<file path="config.mk">
export PLATFORM = sky130hd
export DESIGN_NAME = fios_mm_wordserial
export DESIGN_NICKNAME = d
export VERILOG_FILES = /design/src/rtl/fios_pkg.sv /design/src/rtl/fios_mac.sv /design/src/rtl/fios_mm_wordserial.sv
export SDC_FILE = /design/constraint.sdc
export NUM_CORES = 2
export LEC_CHECK = 0
export ABC_AREA = 1
export ABC_CLOCK_PERIOD_IN_PS = 37900
export BUFFER_PORTS_ARGS = -buffer_cell sky130_fd_sc_hd__buf_4
export CORE_UTILIZATION = 55
export DETAILED_ROUTE_END_ITERATION = 16
export PLACE_DENSITY = 0.83
export SLEW_MARGIN = 20
export SYNTH_ARGS = -nofsm -noshare
export SYNTH_HDL_FRONTEND = slang
export SYNTH_HIERARCHICAL = 1
export SYNTH_SLANG_ARGS = --single-unit
</file>
<file path="constraint.sdc">
create_clock -name clock_i -period 37.9 [get_ports clock_i]
set_input_delay 1.895 -clock clock_i [delete_from_list [all_inputs] [get_ports clock_i]]
set_output_delay 1.895 -clock clock_i [all_outputs]
set_load 0.02 [all_outputs]
</file>
<file path="src/rtl/fios_pkg.sv">
// Shared types and helpers for the word-serial FIOS Montgomery multiplier.
// FIOS_FINAL_SUB_EN adds the final conditional subtraction (SUB state).
package fios_pkg;

    typedef enum logic [1:0] {
        StIdle,
        StMul,
        StSub,
        StDone
    } fios_state_e;

    // x + y*z + u*v + carry for W-bit words never exceeds 2W+2 bits.
    function automatic int unsigned fios_mac_width(input int unsigned w);
        return 2 * w + 2;
    endfunction

    // Cycles from the accept edge to the edge that raises valid_o.
    function automatic int unsigned fios_latency(input int unsigned w, input int unsigned s);
        int unsigned lat;
        lat = s * (s + 1) + 1;
`ifdef FIOS_FINAL_SUB_EN
        lat = lat + s + 1;
`endif
        return (w >= 4) ? lat : 0;
    endfunction

endpackage

</file>
<file path="src/rtl/fios_mac.sv">
// Combinational word MAC: x + y*z + u*v + carry, wide enough that no carry is lost.
module fios_mac
    import fios_pkg::*;
#(
    parameter int unsigned W = 17
) (
    input  logic [W-1:0]                  x_i,
    input  logic [W-1:0]                  y_i,
    input  logic [W-1:0]                  z_i,
    input  logic [W-1:0]                  u_i,
    input  logic [W-1:0]                  v_i,
    input  logic [W+1:0]                  c_i,
    output logic [fios_mac_width(W)-1:0]  s_o
);

    localparam int unsigned MW = fios_mac_width(W);

    assign s_o = MW'(x_i) + MW'(y_i) * MW'(z_i) + MW'(u_i) * MW'(v_i) + MW'(c_i);

endmodule

</file>
<file path="src/rtl/fios_mm_wordserial.sv">
// Word-serial FIOS Montgomery multiplier, one word MAC per cycle.
// Define FIOS_FINAL_SUB_EN to reduce the result below p with a serial final subtraction.
module fios_mm_wordserial
    import fios_pkg::*;
#(
    parameter int unsigned W = 17,
    parameter int unsigned S = 8
) (
    input  logic             clock_i,
    input  logic             reset_n_i,
    input  logic             start_i,
    output logic             idle_o,
    input  logic [W*S-1:0]   a_i,
    input  logic [W*S-1:0]   b_i,
    input  logic [W*S-1:0]   p_i,
    input  logic [W-1:0]     p_prime_0_i,
    output logic [W*S:0]     res_o,
    output logic             valid_o,
    input  logic             ready_i
);

    localparam int unsigned N  = W * S;
    localparam int unsigned MW = fios_mac_width(W);
    localparam int unsigned CW = $clog2(S + 1);
    localparam logic [CW-1:0] JMax = CW'(S);
    localparam logic [CW-1:0] IMax = CW'(S - 1);

    fios_state_e      state_q;
    logic [CW-1:0]    i_q, j_q;
    logic [N-1:0]     a_q, b_q, p_q;
    logic [W-1:0]     pp_q;
    logic [N+W-1:0]   t_q;
    logic [W-1:0]     m_q;
    logic [W+1:0]     c_q;
    logic [N:0]       res_q;
    logic             valid_q;

    logic [CW-1:0]    ja;
    logic [W-1:0]     t_word, a_word, b_word, p_word;
    logic [W-1:0]     lo, m_now;
    logic [W-1:0]     mac_y, mac_u, mac_v;
    logic [W+1:0]     mac_c;
    logic [MW-1:0]    mac_s;

    always_comb begin
        // a and p have only S words; the j=S fold step must not index past them
        ja     = (j_q < JMax) ? j_q : '0;
        t_word = t_q[j_q*W +: W];
        a_word = a_q[ja*W +: W];
        p_word = p_q[ja*W +: W];
        b_word = b_q[i_q*W +: W];
        lo     = t_word + a_word * b_word;
        m_now  = lo * pp_q;
        mac_y  = (j_q < JMax) ? a_word : '0;
        mac_v  = (j_q < JMax) ? p_word : '0;
        mac_u  = (j_q == '0) ? m_now : m_q;
        mac_c  = (j_q == '0) ? '0 : c_q;
    end

    fios_mac #(
        .W (W)
    ) u_mac (
        .x_i (t_word),
        .y_i (mac_y),
        .z_i (b_word),
        .u_i (mac_u),
        .v_i (mac_v),
        .c_i (mac_c),
        .s_o (mac_s)
    );

`ifdef FIOS_FINAL_SUB_EN
    logic [N-1:0] d_q;
    logic         bor_q;
    logic [W:0]   dw;
    logic         t_ge_p;

    always_comb begin
        dw     = {1'b0, t_word} - {1'b0, p_word} - {{W{1'b0}}, bor_q};
        t_ge_p = (t_q[N +: W] != '0) || !bor_q;
    end
`endif

    always_ff @(posedge clock_i or negedge reset_n_i) begin
        if (!reset_n_i) begin
            state_q <= StIdle;
            i_q     <= '0;
            j_q     <= '0;
            a_q     <= '0;
            b_q     <= '0;
            p_q     <= '0;
            pp_q    <= '0;
            t_q     <= '0;
            m_q     <= '0;
            c_q     <= '0;
            res_q   <= '0;
            valid_q <= 1'b0;
`ifdef FIOS_FINAL_SUB_EN
            d_q     <= '0;
            bor_q   <= 1'b0;
`endif
        end else begin
            case (state_q)
                StIdle: begin
                    if (start_i) begin
                        a_q     <= a_i;
                        b_q     <= b_i;
                        p_q     <= p_i;
                        pp_q    <= p_prime_0_i;
                        t_q     <= '0;
                        c_q     <= '0;
                        i_q     <= '0;
                        j_q     <= '0;
`ifdef FIOS_FINAL_SUB_EN
                        bor_q   <= 1'b0;
`endif
                        state_q <= StMul;
                    end
                end
                StMul: begin
                    // Results shift down one word as they are written back.
                    if (j_q == '0) begin
                        m_q <= m_now;
                        c_q <= mac_s[MW-1:W];
                    end else if (j_q != JMax) begin
                        t_q[(j_q-1)*W +: W] <= mac_s[W-1:0];
                        c_q                 <= mac_s[MW-1:W];
                    end else begin
                        t_q[(S-1)*W +: W] <= mac_s[W-1:0];
                        t_q[N +: W]       <= mac_s[2*W-1:W];
                    end
                    if (j_q == JMax) begin
                        j_q <= '0;
                        if (i_q == IMax) begin
                            i_q <= '0;
`ifdef FIOS_FINAL_SUB_EN
                            state_q <= StSub;
`else
                            state_q <= StDone;
`endif
                        end else begin
                            i_q <= i_q + 1'b1;
                        end
                    end else begin
                        j_q <= j_q + 1'b1;
                    end
                end
`ifdef FIOS_FINAL_SUB_EN
                StSub: begin
                    if (j_q != JMax) begin
                        d_q[j_q*W +: W] <= dw[W-1:0];
                        bor_q           <= dw[W];
                        j_q             <= j_q + 1'b1;
                    end else begin
                        if (t_ge_p) begin
                            t_q <= {{W{1'b0}}, d_q};
                        end
                        j_q     <= '0;
                        bor_q   <= 1'b0;
                        state_q <= StDone;
                    end
                end
`endif
                StDone: begin
                    if (!valid_q) begin
                        res_q   <= t_q[N:0];
                        valid_q <= 1'b1;
                    end else if (ready_i) begin
                        res_q   <= '0;
                        valid_q <= 1'b0;
                        state_q <= StIdle;
                    end
                end
                default: state_q <= StIdle;
            endcase
        end
    end

    assign idle_o  = (state_q == StIdle);
    assign valid_o = valid_q;
    assign res_o   = res_q;

endmodule
</file>
==> run summary <==
Die area: 0.134 sq mm
DP HPWL: 220000 um
Initial antenna violation count: 13
DRT antenna net count: 0
Fmax: 49.3 MHz
Vias in the first global route: 70.4k
Slew HR: 15.9%
Met2 WL: 128000 um
Total CTS buffers: 87
I/O Pins: 568
Mapped Area: 0.0729 sq mm
CTS tree: built
Most used cell, CP: fa_1
Most instantiated library cell after synthesis: nand2_1
Iter 0 DRT Violations: 9052
Clock-pin slew of the registers on the worst-case setup and hold paths: 0.06 ns
Fin util: 61.9%
Tmin final: 20.28 ns
GRT Residual Overflow: 0
Crit path DAT: 20.93 ns
Initial core utilization: 55.5%
Wirelength per Cell: 24.1 um
Post-Syn Instances: 10.0k
Core ar.: 0.131 sq mm
Synth top cells by count: nand2_1 (3343), inv_1 (1840), dfrtp_1 (762), fa_1 (755), o21ai_0 (713)
Critical Path Sink Type: flop
Root buf cell: clkbuf_16
Hold EP: p_q[70]
Row count: 133
Worst path required time: 38.55 ns
Total track usage: 43.3%
Post-CTS setup buffer count: 0
# clock sinks: 762
Layout Nets: 11.8k
FILL cells: 11.6k
Multi-input gate area: 0.0448 sq mm
Met3 Wirelength: 31400 um
Largest fanout on the critical path: 68
Largest net degree at the start of global routing: 278
Largest cells by area after synthesis: dfrtp_1 (26%), fa_1 (21%), nand2_1 (17%), inv_1 (9.5%), ha_1 (5.8%)
GP Congestion: 1.08
Delay of the slowest critical-path stage: 0.80 ns
Sequential fraction of the synthesis area: 26.1%
Max layer used: met5
Netlist cell types: 71
RSZ-0062 raised after global routing: false
#FFs+latches synth: 762
Final Skew: 0.0379 ns
Endpoints failing setup: 0
Reg2Reg Setup Slack: 17.62 ns
Ys Warns: 6
Mapped Nets: 11.6k
Maximum clock insertion buffer count: 3
Detailed Route WL: 292000 um
Vias: 70.6k
Hold path start: p_q[70]
Post-synth EDFFs: 0
Post-synth top area share: 26.1%
Hold path depth: 2
WS Path Type: reg -> reg
R2R Path Start: j_q[3]
Reg-to-reg critical path endpoint: t_q[145]
HP Class: reg -> reg
Final max-slew violation count: 0
Ys flop type: dfrtp_1
Via density: 5.83
Hold-fix buffers, CTS: 0
Initial DRT Pass Iterations: 9
Worst skew pair latency: 0.74 ns
Final TNS setup: 0 ns
Number of cells on the worst reg-to-reg path: 80
Slowest cell on the critical path: nand2_4
Die span in y: 366 um
Post-synth ARST share: 100%
WL met1: 105000 um
Fin. Hold Viols: 0
Post-CTS sizing: 0
Max-Cap Viols: 0
Synth area leader: dfrtp_1
CTS H-tree lvls: 3
Global-route wire length before repair: 435000 um
Syn Area/Cell: 7.26 sq um
DRC viols: 0
CP startpoint kind: flop
PortBufs: 567
FF+latch area: 0.0191 sq mm
Chip Width: 366 um
Status: completed
Least-Margin Pin Slew: 1.26 ns
Crit share post-route: 53.5%
Area Growth Syn to Fin: 11.6%
Share of cells above drive strength 1: 9.68%
[routing by layer]
| layer | up-vias | track usage [%] |
|---|---|---|
| met5 | - | 0 |
| met1 | 34000 | 54.0 |
| met2 | 4613 | 65.6 |
| met3 | 1159 | 9.83 |
| met4 | 12 | 33.4 |
| li1 | 30900 | - |
[metrics by stage]
stage          cell area [sq um]  cells  setup WS, ns  hold WS (ns)
6_report                   81400  12100         17.62         0.467
5_1_grt                    81400  12100         16.66         0.485
2_1_floorplan              72900  10000         20.78         0.437
4_1_cts                    81300  12100         17.88         0.468
3_5_place_dp               78400  11900         17.95         0.454
3_3_place_gp               78300  11900         18.09         0.449
[cells in the final DEF, fill, tap and decap left out, drive strengths merged, types with 112 or more instances in the layout]
cell type / synthesis / layout
nand2: 3369 / 3369
nor2: 511 / 511
nand3: 397 / 397
fa: 755 / 755
clkbuf: 436 / 112
a21oi: 259 / 259
inv: 1871 / 1881
ha: 338 / 338
o21ai: 806 / 806
buf: 119 / 691
dfrtp: 762 / 762
[final cells by class]
type                            count  area share [%]
Inverter                         1879            8.69
Timing Repair Buffer              691            6.46
Multi-Input combinational cell   6853            55.0
Sequential cell                   762            23.4
Tap cell                         1755            2.70
Clock buffer                      112            2.95
Antenna cell                        9          0.0277
Clock inverter                     46           0.716
[state kept, by name (all words and copies together), names as in the netlist]
signal   count
i_q          4
m_q         17
valid_o      1
res_o      137
p_q        136
pp_q        17
c_q         19
state_q      2
t_q        153
j_q          4
b_q        136
a_q        136
[cells by family after synthesis]
logic type | count (synthesis) | share of synthesized area [%]
compound gates | 1292 | 9.75
flops | 762 | 26.1
xor+xnor | 54 | 0.669
simple gates | 4408 | 24.1
fa+ha+maj | 1093 | 26.5
buf+inv | 2434 | 12.7
mux | 6 | 0.0841
[critical path, delay by kind of cell, from the launching register on]
| kind | cells | cell delay [ns] |
|---|---|---|
| AO/OA/AOI/OAI | 9 | 1.62 |
| adder cells (fa/ha/maj) | 23 | 10.52 |
| AND/OR/NAND/NOR | 26 | 3.88 |
| flip-flops | 1 | 0.39 |
| buffers and inverters | 19 | 2.62 |
| XOR/XNOR | 3 | 1.12 |
[worst max path at each step]
stage | start | endpoint | slack [ns] | depth (start not counted)
finish | j_q[3] | t_q[145] | 17.62 | 80
global route | i_q[0] | t_q[145] | 16.66 | 78
CTS | j_q[3] | t_q[145] | 17.88 | 80
detailed placement | j_q[3] | t_q[145] | 17.95 | 80
global placement | j_q[3] | t_q[145] | 18.09 | 80
floorplan | j_q[0] | t_q[150] | 20.78 | 78
Power is not shown: default switching activity piles up to over one toggle a cycle in this logic, so the estimate is an artifact.
